===== config.mk =====
export PLATFORM = sky130hd
export DESIGN_NAME = w_unpack_stream_flat
export DESIGN_NICKNAME = d
export VERILOG_FILES = /design/src/rtl/w_unpack_stream_if.sv /design/src/rtl/w_unpack_stream.sv /design/src/flat_wrapper.sv
export SDC_FILE = /design/constraint.sdc
export NUM_CORES = 1
export LEC_CHECK = 0
export BUFFER_PORTS_ARGS = -buffer_cell sky130_fd_sc_hd__buf_2
export CAP_MARGIN = 20
export CORE_ASPECT_RATIO = 1.25
export CORE_MARGIN = 2
export CORE_UTILIZATION = 45
export DETAILED_ROUTE_END_ITERATION = 6
export PLACE_DENSITY = 0.78
export SLEW_MARGIN = 10
export SYNTH_ARGS = -nofsm -noshare
export SYNTH_HDL_FRONTEND = slang
export SYNTH_SLANG_ARGS = --single-unit

===== constraint.sdc =====
create_clock -name clk -period 10.6 [get_ports clk]
set_input_delay 2.12 -clock clk [delete_from_list [all_inputs] [get_ports clk]]
set_output_delay 2.12 -clock clk [all_outputs]
set_load 0.03 [all_outputs]

===== src/rtl/w_unpack_stream_if.sv =====
// Handshake bundle for the weight unpacker: packed words in, lane-replicated beats out.
// slave is the unpacker's view; master is the producer/consumer side.
interface w_unpack_stream_if #(
    parameter int BYTES  = 4,
    parameter int WORD_W = 8 * BYTES,
    parameter int BW     = ($clog2(BYTES) < 1) ? 1 : $clog2(BYTES)
);
    logic              in_valid;
    logic              in_ready;
    logic [WORD_W-1:0] in_data;
    logic              in_last;
    logic [2:0]        mode;
    logic              out_valid;
    logic              out_ready;
    logic [WORD_W-1:0] out_data;
    logic [BW-1:0]     out_beat;
    logic              out_last;

    modport slave (
        input  in_valid, in_data, in_last, mode, out_ready,
        output in_ready, out_valid, out_data, out_beat, out_last
    );

    modport master (
        output in_valid, in_data, in_last, mode, out_ready,
        input  in_ready, out_valid, out_data, out_beat, out_last
    );
endinterface


===== src/rtl/w_unpack_stream.sv =====
// One-entry weight-word buffer that emits lane-replicated beats per 2b/4b/8b mode,
// with zero-bubble word handover, flush, tile-last tagging and sticky illegal-mode flag.
//
// state | meaning
// EMPTY | no buffered word; in_ready=1 unless flushing
// HOLD  | buffered word being emitted, ptr_q selects the beat
module w_unpack_stream #(
    parameter int BYTES  = 4,
    parameter int WORD_W = 8 * BYTES
) (
    input  logic              clk,
    input  logic              nRST,
    input  logic              flush,
    output logic              err_mode,
    w_unpack_stream_if.slave  bus
);
    localparam int LB = $clog2(BYTES);
    localparam int PW = (LB < 1) ? 1 : LB;

    typedef enum logic {EMPTY = 1'b0, HOLD = 1'b1} state_t;

    state_t            state_q,    state_d;
    logic [WORD_W-1:0] buf_data_q, buf_data_d;
    logic [2:0]        buf_mode_q, buf_mode_d;
    logic              buf_last_q, buf_last_d;
    logic [PW-1:0]     ptr_q,      ptr_d;
    logic              err_mode_q, err_mode_d;

    logic [1:0]        lg_g;
    logic              mode_ok;
    logic [PW-1:0]     last_ptr;
    logic [PW-1:0]     src_idx;
    logic [WORD_W-1:0] lanes;
    logic              beat_fire;
    logic              final_fire;
    logic              accept;
    logic              in_mode_ok;

    // log2 of distinct bytes per beat for the buffered word; illegal modes emit a single zero beat
    always_comb begin
        lg_g    = 2'd0;
        mode_ok = 1'b1;
        case (buf_mode_q)
            3'b001:  lg_g = 2'd2;
            3'b010:  lg_g = 2'd1;
            3'b100:  lg_g = 2'd0;
            default: mode_ok = 1'b0;
        endcase
        last_ptr = mode_ok ? PW'((BYTES >> lg_g) - 1) : '0;
    end

    // lane i carries byte (ptr*G + i/NB)
    always_comb begin
        lanes   = '0;
        src_idx = '0;
        for (int i = 0; i < BYTES; i++) begin
            src_idx = PW'((int'(ptr_q) << lg_g) + (i >> (LB - int'(lg_g))));
            lanes[8*i +: 8] = buf_data_q[8*int'(src_idx) +: 8];
        end
    end

    always_comb begin
        bus.out_valid = (state_q == HOLD);
        bus.out_data  = (state_q == HOLD && mode_ok) ? lanes : '0;
        bus.out_beat  = ptr_q;
        bus.out_last  = (state_q == HOLD) && buf_last_q && (ptr_q == last_ptr);
        err_mode      = err_mode_q;
    end

    always_comb begin
        in_mode_ok = (bus.mode == 3'b001) || (bus.mode == 3'b010) || (bus.mode == 3'b100);
        beat_fire  = (state_q == HOLD) && bus.out_ready;
        final_fire = beat_fire && (ptr_q == last_ptr);
        bus.in_ready = !flush && ((state_q == EMPTY) || final_fire);
        accept     = bus.in_valid && bus.in_ready;

        state_d    = state_q;
        buf_data_d = buf_data_q;
        buf_mode_d = buf_mode_q;
        buf_last_d = buf_last_q;
        ptr_d      = ptr_q;
        err_mode_d = err_mode_q;

        if (flush) begin
            state_d = EMPTY;
            ptr_d   = '0;
        end else begin
            if (final_fire) begin
                state_d = EMPTY;
                ptr_d   = '0;
            end else if (beat_fire) begin
                ptr_d = ptr_q + PW'(1);
            end
            if (accept) begin
                state_d    = HOLD;
                buf_data_d = bus.in_data;
                buf_mode_d = bus.mode;
                buf_last_d = bus.in_last;
                ptr_d      = '0;
                if (!in_mode_ok) err_mode_d = 1'b1;
            end
        end
    end

    always_ff @(posedge clk) begin
        if (!nRST) begin
            state_q    <= EMPTY;
            buf_data_q <= '0;
            buf_mode_q <= '0;
            buf_last_q <= 1'b0;
            ptr_q      <= '0;
            err_mode_q <= 1'b0;
        end else begin
            state_q    <= state_d;
            buf_data_q <= buf_data_d;
            buf_mode_q <= buf_mode_d;
            buf_last_q <= buf_last_d;
            ptr_q      <= ptr_d;
            err_mode_q <= err_mode_d;
        end
    end
endmodule


===== src/flat_wrapper.sv =====
// flat-port wrapper written by rule: the top's interface ports become plain ports
module w_unpack_stream_flat 
#(
    parameter int BYTES  = 4,
    parameter int WORD_W = 8 * BYTES
)
  (clk, nRST, flush, err_mode, bus_in_valid, bus_in_data, bus_in_last, bus_mode, bus_out_ready, bus_in_ready, bus_out_valid, bus_out_data, bus_out_beat, bus_out_last);
  w_unpack_stream_if #(.BYTES(BYTES), .WORD_W(WORD_W)) bus_i ();
  input  logic clk;
  input  logic nRST;
  input  logic flush;
  output logic err_mode;
  input wire logic [$bits(bus_i.in_valid)-1:0] bus_in_valid;
  input wire logic [$bits(bus_i.in_data)-1:0] bus_in_data;
  input wire logic [$bits(bus_i.in_last)-1:0] bus_in_last;
  input wire logic [$bits(bus_i.mode)-1:0] bus_mode;
  input wire logic [$bits(bus_i.out_ready)-1:0] bus_out_ready;
  output wire logic [$bits(bus_i.in_ready)-1:0] bus_in_ready;
  output wire logic [$bits(bus_i.out_valid)-1:0] bus_out_valid;
  output wire logic [$bits(bus_i.out_data)-1:0] bus_out_data;
  output wire logic [$bits(bus_i.out_beat)-1:0] bus_out_beat;
  output wire logic [$bits(bus_i.out_last)-1:0] bus_out_last;
  assign bus_i.in_valid = bus_in_valid;
  assign bus_i.in_data = bus_in_data;
  assign bus_i.in_last = bus_in_last;
  assign bus_i.mode = bus_mode;
  assign bus_i.out_ready = bus_out_ready;
  assign bus_in_ready = bus_i.in_ready;
  assign bus_out_valid = bus_i.out_valid;
  assign bus_out_data = bus_i.out_data;
  assign bus_out_beat = bus_i.out_beat;
  assign bus_out_last = bus_i.out_last;
  w_unpack_stream #(.BYTES(BYTES), .WORD_W(WORD_W)) u_core (.clk(clk), .nRST(nRST), .flush(flush), .err_mode(err_mode), .bus(bus_i));
endmodule

After elaboration in Yosys (flattened, before gate mapping) --
Cells that the tools add are included.
Storage, ports and cells: register bits 40, bits in latches 0, bits in writable memories 0, ROM bits 0, memories kept 0
Operators by class: add/sub/neg operators 7, multipliers 0, div/mod/pow operators 0, $lt $le $gt $ge 0, equality and inequality tests 7, shifts and indexed selects 10, multiplexer cells 6, bitwise gates (word level) 4, reduce and logical (&&, ||, !) cells 17
Operators with widths (count):
- 32-bit by 6-bit variable part select with 8-bit output | 4
- 1-bit by 32-bit >> shifter with 2-bit output (first input constant) | 2
- 2-bit by 32-bit >> shifter with 2-bit output (first input constant) | 2
- 32-bit two-way mux | 1
- 2-bit adder | 4
- 1-bit logical AND | 7
- 3-bit by 1-bit equality test with 1-bit output (second input constant) | 2
- 3-bit by 2-bit equality test with 1-bit output (second input constant) | 2
- 3-bit equality test (second input constant) | 2
- 1-bit inverter | 4
- 2-bit case mux with 2 select lines | 1
- 4-bit OR reduction | 1
- 1-bit logical OR | 3
- 1-bit two-way mux | 3
- 3-bit AND reduction | 1
- 3-bit OR reduction | 1
- 3-bit by 2-bit >> shifter with 2-bit output (first input constant) | 1
- 2-bit by 2-bit subtractor with 3-bit output (first input constant) | 1
- 2-bit by 1-bit adder with 2-bit output (second input constant) | 1
- 2-bit equality test | 1
- 2-bit two-way mux | 1
- 2-bit AND reduction | 1
- 2-bit nonzero test | 1
- 2-bit OR reduction | 1
- 3 further kinds | 3

Logic depth before layout (Yosys ltp) --
depth in word-level cells 11, depth in mapped cells 12, mapped depth without buffers 10

Worst setup path after synthesis --
OpenSTA, ideal clock, no wires.
kind reg-to-output, start point register u_core.buf_mode_q[2], end point output bus_out_data[20], arrival time 2995 ps, slack 5485 ps, cell stages (with the launch flop) 11, path buffers 3, cells stage by stage dfxtp_1 -> buf_6 -> or3b_1 -> buf_2 -> nand3_1 -> clkbuf_1 -> inv_1 -> ha_1 -> xnor3_2 -> mux4_2 -> nor2b_1
On the way: word-level cells in the longest chain between the ends 7, elaborated cells on any way between the ends 13, those cells by class 2 x add/sub; 3 x eq/ne; 3 x shift; 3 x mux; 2 x reduce/logical
Ends and longest elaborated chain:
- start, declared | RTL line w_unpack_stream.sv:24 | logic [2:0] buf_mode_q, buf_mode_d;
- start signal, assigned | RTL line w_unpack_stream.sv:116 | buf_mode_q <= buf_mode_d;
- 3-bit by 2-bit equality test with 1-bit output / 3-bit by 1-bit equality test with 1-bit output (equally long branches) | RTL line w_unpack_stream.sv:43 | case (buf_mode_q)
- 2-bit case mux with 2 select lines | RTL line w_unpack_stream.sv:43
- 2-bit by 2-bit subtractor with 3-bit output | RTL line w_unpack_stream.sv:57 | src_idx = PW'((int'(ptr_q) << lg_g) + (i >> (LB - int'(lg_g))));
- 2-bit by 32-bit >> shifter with 2-bit output | RTL line w_unpack_stream.sv:57
- 2-bit adder | RTL line w_unpack_stream.sv:57
- 32-bit by 6-bit variable part select with 8-bit output | RTL line w_unpack_stream.sv:58 | lanes[8*i +: 8] = buf_data_q[8*int'(src_idx) +: 8];
- 32-bit two-way mux (*) | RTL line w_unpack_stream.sv:64 | bus.out_data = (state_q == HOLD && mode_ok) ? lanes : '0;
- end, declared | RTL line flat_wrapper.sv:20 | output wire logic [$bits(bus_i.out_data)-1:0] bus_out_data;
Mark *: on every way between the ends. The rest lies on a longest branch, timed or not.

Worst setup path after layout --
start point register u_core.buf_mode_q[1], end point output bus_out_data[23]
Same word-level chain as after synthesis.

==> run_results.csv <==
group,metric,value,unit
worst_setup_path,crit_type,"reg2out",
global_route,grt_overflow,0,
global_route,met1_usage,30.01,%
power_and_ir_drop,powerDensity,109.9,nW/um^2
global_route,grt_busiest_layer,"met2",
place,placed_area,3098,sq um
route,viasPerCell,5.574,
route,drtIter0Drc,174,
route,num_vias,2536,
place,dp_hpwl,5.230,mm
floorplanning,coreArea,5857,sq um
finish,final_area,3233,sq um
cts,postCtsSetupBuffers,0,
place,io_buffer_count,78,
worst_setup_path,path_cells,"nand2b_1, or2_2, nand3_1, inv_1, ha_1, xnor3_2, mux4_2, nor2b_1, buf_2",
global_route,grt_max_degree,75,
synthesis,async_flop_share,0,%
worst_setup_path,cp_max_fo,10,
min_path,hold_class,"reg2reg",
cts,cts_resized,0,
cts,clk_latency,300,ps
synthesis,yosys.cell_types.count,38,
sta,setup_tns,0,ps
cts,cts_buffers,5,
synthesis,syn-cell-area,2751,sq um
floorplanning,num_rows,31,
floorplanning,dieWidth,73.94,um
cts,ctsHtreeMaxLevel,2,
synthesis,syn-num-nets,358,
cts,clk_pin_slew_worst_paths,80,ps
sta,rsz0062_at_grt,"no",
worst_setup_path,worstSetupEndpointType,"primary output",
worst_setup_path,critPathTopFamily,"simple AND/OR/NAND/NOR gates",
synthesis,synth_area_leaders,"dfxtp_1 (29%), mux4_2 (13%), mux2i_1 (8.7%)",
finish,n_antenna_cell,0,
power_and_ir_drop,p_clk_share,35.8,%
global_route,grt_pass1_wl,11.45,mm
synthesis,yosysTopAreaCell,"dfxtp_1",
sta,worst_slew_pin_slew,1176,ps
global_route,grtUsageMet3,3.108,%
worst_setup_path,worstPathArrival,3540,ps
sta,layout_setup_ws,4940,ps
finish,final_cells,455,
floorplanning,initial_core_util,46.98,%
cts,cts_tree,"built",
synthesis,postSynthAreaPerCell,8.790,sq um
route,routed_wirelength,7.191,mm
sta,finalCritPeriodShare,53.39,%
finish,finalNetCount,417,
synthesis,synth-seq-cells,40,
synthesis,ys_warn_count,0,
power_and_ir_drop,p_leak,1.445,nW
cts,cts_hold_buf,0,
sta,period_minus_slack,5660,ps
power_and_ir_drop,seqPwrFrac,47.4,%
route,final_antenna_net_count,0,
sta,relSlewSlack,21.62,%
global_route,track_usage,22.02,%
worst_setup_path,start_kind,"register",
run,maxCapViolCount,0,
place,pre_cts_slack,5336,ps
synthesis,synth_flop_cell,"dfxtp_1",
worst_setup_path,required,8480,ps
route,wl_per_cell,15.80,um
sta,hold_viol,0,
floorplanning,num_io_pins,79,
global_route,antenna_found_initial,0,
worst_setup_path,r2r_start,"u_core.buf_mode_q[0]",
finish,area_delta_synth_final,17.51,%
global_route,met2_usage,34.52,%
floorplanning,die_y,91.43,um
worst_setup_path,max_stage_delay,540,ps
power_and_ir_drop,irDropWorstVdd,0.07835,mV
worst_setup_path,cp.buffers_inverters,2,
cts,cts.sinks,40,
route,drc,0,
sta,finClkSkew,5.940,ps
outcome,run_status,"finished clean",
sta,setup_viol_count_final,0,
synthesis,ys_seq_area_share,29.10,%
min_path,holdCritStartpoint,"u_core.buf_last_q",
worst_setup_path,slowest_stage,"mux4_2",
place,dp.cells,446,
cts,clockBufferDepth,2,
power_and_ir_drop,p_sw_share,27.68,%
power_and_ir_drop,p_int,0.0002569,W
cts,cts-root-buf,"clkbuf_8",
synthesis,syn_inst,313,
power_and_ir_drop,p_sw,0.00009832,W
sta,finalMaxSlewViolations,0,
route,drt_pre_antenna_iters,5,
synthesis,synth_edf_count,0,
synthesis,synth_top_cell_area_share,29.10,%
floorplanning,die-area,6760,sq um
sta,max_freq,176.7,MHz
global_route,grt_pass1_vias,2404,
power_and_ir_drop,p_comb_share,16.8,%
place,gp_congestion,0.9396,
worst_setup_path,critPathLaunch,"u_core.buf_mode_q[1]",
finish,drive_gt1_share,29.76,%
==> state kept, by name, summed over array words and instances, names as in the netlist <==
| name | cells |
|---|---|
| u_core.buf_data_q | 32 |
| u_core.buf_last_q | 1 |
| u_core.buf_mode_q | 3 |
| u_core.bus.out_beat | 2 |
| u_core.bus.out_valid | 1 |
| u_core.err_mode | 1 |
==> area by class of cell <==
| cell class | instances | area [sq um] |
|---|---|---|
| Tap cell | 82 | 102.6 |
| Timing Repair Buffer | 80 | 417.9 |
| Clock buffer | 5 | 68.82 |
| Clock inverter | 3 | 46.29 |
| Inverter | 7 | 26.28 |
| Sequential cell | 40 | 800.8 |
| Fill cell | 539 | 2624 |
| Multi-Input combinational cell | 238 | 1770 |
==> through the flow <==
| step | utilization, % | total power [W] | hold WS, ps |
|---|---|---|---|
| floorplan | - | 0.0002130 | 428.4 |
| global placement | 52.89 | 0.0002276 | 441.3 |
| detailed placement | 52.89 | 0.0002299 | 453.2 |
| CTS | 54.86 | 0.0003572 | 464.8 |
| global route | 55.20 | 0.0003699 | 500.8 |
| finish | 55.20 | 0.0003552 | 463.8 |
==> per-layer routing <==
layer | vias to the layer above | part of all wire, %
met4 | 0 | 1.5
met5 | - | 0
met1 | 1189 | 44
met2 | 93 | 50
li1 | 1245 | -
met3 | 9 | 4.6
==> worst paths after layout <==
path | cells after the start | slack [ps] | endpoint
worst min-delay path | 2 | 460 | u_core.buf_last_q
worst min register to register | 2 | 460 | u_core.buf_last_q
worst max register to register | 9 | 7310 | u_core.buf_data_q[9]
worst max-delay path | 9 | 4940 | bus_out_data[23]
==> Yosys cell counts, drive strengths merged (3+ instances only) <==
master / n
nor3: 3
mux2i: 24
nand3: 39
nand2b: 3
nor2b: 17
ha: 4
nand2: 40
xnor2: 3
buf: 11
mux4: 16
clkbuf: 17
dfxtp: 40
inv: 7
a21oi: 12
a21boi: 16
o21ai: 40
==> power by group through the flow <==
stage | Clock (W) | Sequential [W] | Combinational, W
4_1_cts | 0.000131 | 0.000168 | 0.0000589
2_1_floorplan | 0 | 0.000167 | 0.0000462
5_1_grt | 0.000135 | 0.000169 | 0.0000661
3_5_place_dp | 0 | 0.000171 | 0.0000586
3_3_place_gp | 0 | 0.000170 | 0.0000575
6_report | 0.000127 | 0.000168 | 0.0000598
==> cells by family after synthesis <==
logic type               Yosys count  share of synthesized area (%)
AND/OR/NAND/NOR                  108                          19.15
AO/OA/AOI/OAI                     79                          18.24
multiplexers                      40                          21.83
flip-flops                        40                          29.10
buffers and inverters             35                          6.548
XOR/XNOR                           7                          3.320
adder cells (fa/ha/maj)            4                          1.819
==> cells in the final DEF (no fill, tap or decap), types with 2 or more instances in the layout <==
master / Yosys / routed
a21boi_0: 16 / 16
a21oi_1: 12 / 12
buf_2: 3 / 78
clkbuf_8: 0 / 5
dfxtp_1: 40 / 40
ha_1: 4 / 4
inv_1: 7 / 7
mux2i_1: 24 / 24
mux4_2: 16 / 16
nand2_1: 40 / 40
nand2b_1: 3 / 3
nand3_1: 39 / 39
nor2_1: 2 / 2
nor2b_1: 17 / 17
nor3_1: 2 / 2
o211a_1: 2 / 2
o21ai_0: 33 / 33
o21ai_1: 7 / 7
o22a_1: 2 / 2
xnor2_1: 3 / 3
xnor3_2: 2 / 2
xor2_1: 2 / 2
==> worst reg2reg max path, cell delays in order, from the launching register on <==
cell and delay (ps):
dfxtp_1 530, or3b_1 470, ha_1 370, xor2_1 160
o32ai_1 330, nand2_1 210, a311oi_4 310, buf_4 540
nand3_1 210, o21ai_0 100
No activity file was read; power rests on OpenSTA's default activity.
